`src/rtl/tram_spi_streamer_pkg.sv`:
```
// Shared types and constants for the tRAM-to-SPI frame streamer.
// State encoding, SPI mode (mode 0, MSB first) and default frame size.
package tram_spi_streamer_pkg;

   typedef enum logic [2:0] {
      ST_IDLE  = 3'd0,
      ST_ADDR  = 3'd1,
      ST_LATCH = 3'd2,
      ST_SHIFT = 3'd3,
      ST_FIN   = 3'd4
   } state_t;

   localparam logic SPI_CPOL      = 1'b0;
   localparam logic SPI_CPHA      = 1'b0;
   localparam logic SPI_MSB_FIRST = 1'b1;

   localparam int DEFAULT_NUM_BYTES = 16;
   localparam int DEFAULT_CLK_DIV   = 16;
   localparam int BITS_PER_BYTE     = 8;

endpackage

```
`src/rtl/tram_spi_streamer_spi_tick_gen.sv`:
```
// Half-bit tick generator: one-clk tick every CLK_DIV clocks while enabled.
// Counter is held at 0 when disabled, so the first tick lands CLK_DIV clocks after enable rises.
module tram_spi_streamer_spi_tick_gen
   import tram_spi_streamer_pkg::*;
#(
   parameter int CLK_DIV = DEFAULT_CLK_DIV
) (
   input  logic clk,
   input  logic reset,
   input  logic en,
   output logic tick
);

   localparam int CW = (CLK_DIV > 1) ? $clog2(CLK_DIV) : 1;
   localparam logic [CW-1:0] TERM = CW'(CLK_DIV - 1);

   logic [CW-1:0] cnt;

   assign tick = en && (cnt == TERM);

   always_ff @(posedge clk or posedge reset) begin
      if (reset) begin
         cnt <= '0;
      end else if (!en || tick) begin
         cnt <= '0;
      end else begin
         cnt <= cnt + CW'(1);
      end
   end

endmodule

```
`src/rtl/tram_spi_streamer.sv`:
```
// Reads NUM_BYTES bytes from a sync-read tRAM and shifts them out on SPI mode 0, MSB first.
// One frame per start rising edge: NUM_BYTES*(2+16*CLK_DIV)+2 clk to done; start edges while busy are ignored.
module tram_spi_streamer
   import tram_spi_streamer_pkg::*;
#(
   parameter int CLK_DIV   = DEFAULT_CLK_DIV,
   parameter int NUM_BYTES = DEFAULT_NUM_BYTES,
   parameter int ADDR_W    = 4
) (
   input  logic              clk,
   input  logic              reset,
   input  logic              start,
   input  logic [7:0]        rd_data,
   output logic [ADDR_W-1:0] rd_addr,
   output logic              sclk,
   output logic              mosi,
   output logic              cs_n,
   output logic              busy,
   output logic              done
);

   localparam logic [ADDR_W-1:0] LAST_ADDR = ADDR_W'(NUM_BYTES - 1);
   localparam logic [2:0]        LAST_BIT  = 3'(BITS_PER_BYTE - 1);

   state_t     state, state_nxt;
   logic       start_q, armed, start_edge;
   logic       tick, lead_evt, byte_end;
   logic [7:0] shift_reg;
   logic [2:0] bit_cnt;

   // armed stays low after reset until start is seen low, so a level held across reset release cannot fire
   assign start_edge = start && !start_q && armed;

   tram_spi_streamer_spi_tick_gen #(.CLK_DIV(CLK_DIV)) u_spi_tick_gen (
      .clk   (clk),
      .reset (reset),
      .en    (state == ST_SHIFT),
      .tick  (tick)
   );

   assign lead_evt = tick && (sclk == (SPI_CPOL ^ SPI_CPHA));
   assign byte_end = tick && !lead_evt && (bit_cnt == LAST_BIT);
   assign mosi     = (state == ST_SHIFT) ? (SPI_MSB_FIRST ? shift_reg[7] : shift_reg[0]) : 1'b0;

   always_ff @(posedge clk or posedge reset) begin
      if (reset) begin
         state <= ST_IDLE;
      end else begin
         state <= state_nxt;
      end
   end

   always_comb begin
      state_nxt = state;
      unique case (state)
         ST_IDLE:  if (start_edge) state_nxt = ST_ADDR;
         ST_ADDR:  state_nxt = ST_LATCH;
         ST_LATCH: state_nxt = ST_SHIFT;
         ST_SHIFT: if (byte_end) state_nxt = (rd_addr == LAST_ADDR) ? ST_FIN : ST_ADDR;
         ST_FIN:   state_nxt = ST_IDLE;
         default:  state_nxt = ST_IDLE;
      endcase
   end

   always_ff @(posedge clk or posedge reset) begin
      if (reset) begin
         rd_addr   <= '0;
         sclk      <= SPI_CPOL;
         cs_n      <= 1'b1;
         busy      <= 1'b0;
         done      <= 1'b0;
         shift_reg <= '0;
         bit_cnt   <= '0;
         start_q   <= 1'b0;
         armed     <= 1'b0;
      end else begin
         start_q <= start;
         armed   <= armed | ~start;
         done    <= 1'b0;
         unique case (state)
            ST_IDLE: begin
               sclk <= SPI_CPOL;
               if (start_edge) begin
                  rd_addr <= '0;
                  cs_n    <= 1'b0;
                  busy    <= 1'b1;
               end
            end
            ST_LATCH: begin
               shift_reg <= rd_data;
               bit_cnt   <= '0;
            end
            ST_SHIFT: begin
               // leading edge samples; trailing edge advances to the next bit or byte
               if (lead_evt) begin
                  sclk <= ~SPI_CPOL;
               end else if (tick) begin
                  sclk <= SPI_CPOL;
                  if (!byte_end) begin
                     shift_reg <= SPI_MSB_FIRST ? {shift_reg[6:0], 1'b0} : {1'b0, shift_reg[7:1]};
                     bit_cnt   <= bit_cnt + 3'd1;
                  end else if (rd_addr != LAST_ADDR) begin
                     rd_addr <= rd_addr + ADDR_W'(1);
                  end
               end
            end
            ST_FIN: begin
               cs_n <= 1'b1;
               busy <= 1'b0;
               done <= 1'b1;
               sclk <= SPI_CPOL;
            end
            default: ;
         endcase
      end
   end

endmodule

```
`config.mk`:
```
export PLATFORM = sky130hd
export DESIGN_NAME = tram_spi_streamer
export DESIGN_NICKNAME = d
export VERILOG_FILES = /design/src/rtl/tram_spi_streamer_pkg.sv /design/src/rtl/tram_spi_streamer_spi_tick_gen.sv /design/src/rtl/tram_spi_streamer.sv
export SDC_FILE = /design/constraint.sdc
export NUM_CORES = 1
export LEC_CHECK = 0
export CAP_MARGIN = 30
export CORE_ASPECT_RATIO = 0.7
export CORE_MARGIN = 1.5
export CORE_UTILIZATION = 52
export CTS_BUF_LIST = sky130_fd_sc_hd__clkbuf_16
export CTS_CLUSTER_DIAMETER = 80
export DETAILED_ROUTE_END_ITERATION = 12
export PLACE_DENSITY = 0.77
export SYNTH_ARGS = -nofsm -noshare
export SYNTH_HDL_FRONTEND = slang
export SYNTH_SLANG_ARGS = --single-unit
```
`constraint.sdc`:
```
create_clock -name clk -period 2.3 [get_ports clk]
set_input_delay 0.575 -clock clk [delete_from_list [all_inputs] [get_ports clk]]
set_output_delay 0.575 -clock clk [all_outputs]
set_load 0.1 [all_outputs]
```
* After elaboration in Yosys (flattened, before gate mapping)
Index checks and enable logic that the tools add are counted.
** Storage, ports and cells
- Flip-flop bits (word level) :: 28
- Input bits :: 11
- Output and inout port bits :: 9
- Word-level logic and storage cells :: 81
** Cells by class
- Bitwise logic cells :: 3
- Equal/unequal tests :: 15
- Add/subtract/negate cells :: 3
- Mux-type cells :: 28
- Reduce and logical (&&, ||, !) cells :: 21
** Operator list (count)
- two-way mux 4 bit :: 6
- two-way mux 8 bit :: 3
- two-way mux 3 bit :: 6
- one-hot mux 8 bit (2 select lines) :: 1
- != test 2 bit (second input constant) :: 6
- one-hot mux 3 bit (4 select lines) :: 1
- adder 4 x 1 -> 4 bit (second input constant) :: 2
- == test 4 bit (second input constant) :: 2
- one-hot mux 4 bit (2 select lines) :: 1
- nonzero test 2 bit :: 4
- == test 3 x 2 -> 1 bit (second input constant) :: 2
- == test 3 bit (second input constant) :: 2
- logical AND 1 bit :: 6
- two-way mux 1 bit :: 6
- one-hot mux 1 bit (2 select lines) :: 3
- one-hot mux 3 bit (2 select lines) :: 1
- AND reduction 2 bit :: 3
- AND reduction 6 bit :: 1
- != test 4 bit (second input constant) :: 1
- AND reduction 4 bit :: 1
- adder 3 x 1 -> 3 bit (second input constant) :: 1
- == test 3 x 1 -> 1 bit (second input constant) :: 1
- logical NOT 1 bit :: 3
- logical NOT 3 bit :: 1
- 5 further kinds :: 6

* Logic depth before layout (Yosys ltp)
Gate-level depths: netlist of the first run.
- Depth in word-level cells :: 10
- Depth in mapped cells :: 6
- Mapped depth without buffers :: 6

* Hierarchy
Synthesis of the first run repeated with hierarchy kept, for this count alone.
** Second synthesis, totals
- Cell total of the unflattened synthesis :: 134
- Area total of the unflattened synthesis :: 1315.0 µm²
** Modules (own cells, without submodules)
- tram_spi_streamer :: sequential area each 601.8 µm², cells an instance 118, area each 1137.3 µm², times used 1
- tram_spi_streamer_spi_tick_gen :: sequential area each 100.1 µm², cells an instance 16, area each 177.7 µm², times used 1

* Worst setup path after synthesis of the first run
OpenSTA, ideal clock, no wires.
- Kind :: register to output
- Start point :: reg state[2]
- End point :: out mosi
- Buffers on the path :: 1
- Required time :: 1.725 ns
- Cell stages (with the launch flop) :: 4
- Path slack :: 0.188 ns
- Arrival :: 1.537 ns
- Cell sequence :: dfrtp_1 and3b_1 clkbuf_2 and2_1
** On the way
- Cells in the longest elaborated chain, start to end :: 2
** RTL lines
- start, declared :: line tram_spi_streamer.sv:25 : state_t state, state_nxt;
- start signal, assigned :: line tram_spi_streamer.sv:49 : state <= state_nxt;
- == test 3 x 2 -> 1 bit :: line tram_spi_streamer.sv:43 : assign mosi = (state == ST_SHIFT) ? (SPI_MSB_FIRST ? shift_reg[7] : shift_reg[0]) : 1'b0;
- two-way mux 1 bit :: line tram_spi_streamer.sv:43
- end, declared :: line tram_spi_streamer.sv:16 : output logic mosi,
Every way passes these cells.

* Final worst setup path of the first run
Same ends and word-level chain as after synthesis.

==> impl_metrics.sql, run 1 <==
INSERT INTO impl_metrics (metric_group, metric, value, unit) VALUES
('logic_synthesis', 'postSynthCellCount', '132', ''),
('power', 'power.internal', '758', 'uW'),
('logic_synthesis', 'most_used_flip_flop_cell_after_synthesis', 'dfrtp_1', ''),
('floorplan', 'rows', '15', ''),
('logic_synthesis', 'synth_cell_type_count', '41', ''),
('outcome', 'result_of_the_run', 'finished clean', ''),
('layout', 'layout-drive-gt1-share', '13.8', '%'),
('clock_tree', 'number_of_resized_instances_in_the_post_cts_repair_step', '0', ''),
('setup_path', 'critical_path_sink_type', 'output port', ''),
('layout', 'finalNetCount', '168', ''),
('timing', 'fin_skew', '3.09', 'ps'),
('layout', 'count_of_inserted_antenna_diode_cells', '0', ''),
('timing', 'final_cycle_utilization_of_the_critical_path', '92.0', '%'),
('floorplan', 'die_h', '45.6', 'um'),
('grt', 'gr-usage-all-layers', '22.0', '%'),
('setup_path', 'critical_path.cell_chain', 'and3b_1, and2_1, buf_12', ''),
('timing', 'finalHoldViolations', '0', ''),
('setup_path', 'arrival', '1540', 'ps'),
('power', 'p_switching', '183', 'uW'),
('logic_synthesis', 'synth_enable_flop_cells', '0', ''),
('logic_synthesis', 'syn_nets', '147', ''),
('timing', 'unrepaired_setup_endpoints_after_global_routing', 'false', ''),
('clock_tree', 'numCtsBuffers', '3', ''),
('routing', 'wire_per_inst', '14.9', 'um'),
('power', 'power_leakage', '0.743', 'nW'),
('place', 'io_buffer_count', '19', ''),
('timing', 'timing.final.max_slew_violations', '0', ''),
('power', 'sequential_power_share', '53.6', '%'),
('clock_tree', 'number_of_h_tree_levels', '1', ''),
('job', 'max_cap_viol_count', '0', ''),
('floorplan', 'initial_utilization', '54.9', '%'),
('floorplan', 'floorplan.die_area', '0.00291', 'sq mm'),
('routing', 'drt_drc_violations_left', '0', ''),
('routing', 'vias_after_detailed_routing', '1070', ''),
('clock_tree', 'tritoncts_clock_tree', 'built', ''),
('worst_hold_path', 'min_delay_path_class', 'reg -> reg', ''),
('setup_path', 'worst-endpoint-required', '1730', 'ps'),
('setup_path', 'worstPathMaxFanout', '8', ''),
('logic_synthesis', 'netlist_top_cells_area', 'dfrtp_1 50%, o22ai_1 4.6%, ha_1 3.7%, nand2_1 3.1%, a21oi_1 3.0%', ''),
('timing', 'final_critical_path_setup_slack', '184', 'ps'),
('place', 'post-place-ws', '181', 'ps'),
('power', 'peak_supply_drop', '506', 'uV'),
('setup_path', 'timing.critical_path.slowest_stage_cell', 'dfrtp_1', ''),
('logic_synthesis', 'synth_area_per_cell', '10.2', 'sq um'),
('clock_tree', 'clock_sink_count', '28', ''),
('logic_synthesis', 'syn_warnings', '0', ''),
('grt', 'number_of_global_route_vias_before_repair', '1045', ''),
('timing', 'relative_slew_slack', '72.6', '%'),
('layout', 'final_cell_mix', '27 x dfrtp_1, 11 x nand2_1, 11 x buf_4, 10 x o22ai_1, 10 x clkdlybuf4s50_1', ''),
('logic_synthesis', 'postSynthRegisterBits', '28', ''),
('timing', 'final_setup_violation_count', '0', ''),
('clock_tree', 'cts_setup_buffers', '0', ''),
('place', 'detailedPlacementHpwl', '2.07', 'mm'),
('routing', 'detailedRoute.firstIterationViolations', '57', ''),
('logic_synthesis', 'portion_of_the_post_synthesis_area_used_by_sequential_elements', '52.0', '%'),
('routing', 'firstDrtPassIters', '4', ''),
('power', 'powerDensity', '574', 'mW/mm^2'),
('routing', 'route.antenna.remaining_nets', '0', ''),
('clock_tree', 'clk_pin_slew', '60', 'ps'),
('timing', 'maximum_clock_frequency', '0.473', 'GHz'),
('logic_synthesis', 'synth_largest_type_area_fraction', '50.1', '%'),
('setup_path', 'timing.setup.critical_path_class', 'reg -> out', ''),
('grt', 'grt_pass1_wl', '4.91', 'mm'),
('grt', 'globalRoute.totalOverflow', '0', ''),
('routing', 'wl', '2.77', 'mm'),
('power', 'power.combinational.fraction', '5.3', '%'),
('timing', 'layout_min_cycle_time', '2120', 'ps'),
('layout', 'final.fill_count', '195', ''),
('logic_synthesis', 'asr_flop_ratio_synth', '100', '%'),
('grt', 'grt_start_max_net_pins', '29', ''),
('floorplan', 'die_width', '63.9', 'um');
[worst max-delay path: cells and delay by family, from the launching register on]
kind | cells | cell delay, ps
AND/OR/NAND/NOR | 2 | 660
flip-flops | 1 | 440
buffers and inverters | 1 | 180
[kinds of logic after synthesis]
| logic type | Yosys count | synth area share (%) |
|---|---|---|
| flip-flops | 28 | 52.0 |
| XOR/XNOR | 3 | 1.95 |
| buffers and inverters | 10 | 3.62 |
| AO/OA/AOI/OAI | 37 | 18.2 |
| adder cells (fa/ha/maj) | 4 | 3.71 |
| AND/OR/NAND/NOR | 50 | 20.5 |
[through the flow]
step	cells	total power, mW	instance area (sq um)	hold slack [ps]
2_1_floorplan	132	0.536	1350	427
3_3_place_gp	182	0.562	1560	447
3_5_place_dp	182	0.564	1560	459
4_1_cts	186	0.951	1640	479
5_1_grt	186	0.976	1640	501
6_report	186	0.941	1640	475
[synthesized netlist by cell type, drive strengths merged (2+ instances only)]
cell / number
and2: 4
nand3: 7
a21oi: 8
nand2b: 3
a21o: 3
inv: 4
and3: 2
clkbuf: 2
xor2: 2
and3b: 2
nor3: 6
nor2: 7
ha: 4
nand2: 12
dfrtp: 27
a2bb2oi: 4
o21ai: 5
o22ai: 10
buf: 4
[layer usage]
layer,vias to the layer above,track usage (%),part of all wire (%)
met5,-,0,0
met4,0,3.48,0.14
met3,2,6.93,5.9
met2,31,33.1,46
met1,510,31.8,48
li1,527,-,-
[area by class of cell]
class / instances / area (sq um) / share of cell area (%)
flip-flops and latches: 28 / 702 / 42.8
clock inverters: 1 / 3.75 / 0.229
repair buffers: 22 / 203 / 12.4
well taps: 34 / 42.5 / 2.60
multi-input cells: 94 / 598 / 36.5
clock buffers: 3 / 75.1 / 4.58
inverters: 4 / 15.0 / 0.916
[final timing paths]
kind                                                 start                  endpoint  slack (ps)  cells past startpoint
min in group asynchronous                            reset      state[0]$_DFFE_PP0P_         670                      3
min                                        armed$_DFF_PP0_           armed$_DFF_PP0_         470                      1
min reg2reg                                armed$_DFF_PP0_           armed$_DFF_PP0_         470                      1
max in group asynchronous                            reset          cs_n$_DFFE_PP1P_        1330                      3
max reg2reg                u_spi_tick_gen.cnt[0]$_DFF_PP0_  shift_reg[1]$_DFFE_PP0P_         340                      5
max                                   state[2]$_DFFE_PP0P_                      mosi         180                      3
[power by group through the flow]
stage / Combinational [mW] / Clock [mW] / Sequential (mW)
global placement: 0.0496 / 0 / 0.513
CTS: 0.0507 / 0.396 / 0.504
detailed placement: 0.0507 / 0 / 0.513
floorplan: 0.0240 / 0 / 0.512
finish: 0.0496 / 0.387 / 0.504
global route: 0.0541 / 0.418 / 0.505
Note: power is estimated with default switching activity, not from simulation.
==> run 2, diff against run 1 <==
--- a/config.mk
+++ b/config.mk
@@ -12,6 +12,7 @@
 export CTS_BUF_LIST = sky130_fd_sc_hd__clkbuf_16
 export CTS_CLUSTER_DIAMETER = 80
 export DETAILED_ROUTE_END_ITERATION = 12
+export HOLD_SLACK_MARGIN = 0.05
 export PLACE_DENSITY = 0.77
 export SYNTH_ARGS = -nofsm -noshare
 export SYNTH_HDL_FRONTEND = slang
==> results of run 2 <==
The final DEF is identical to that of run 1; final timing and power are the same.
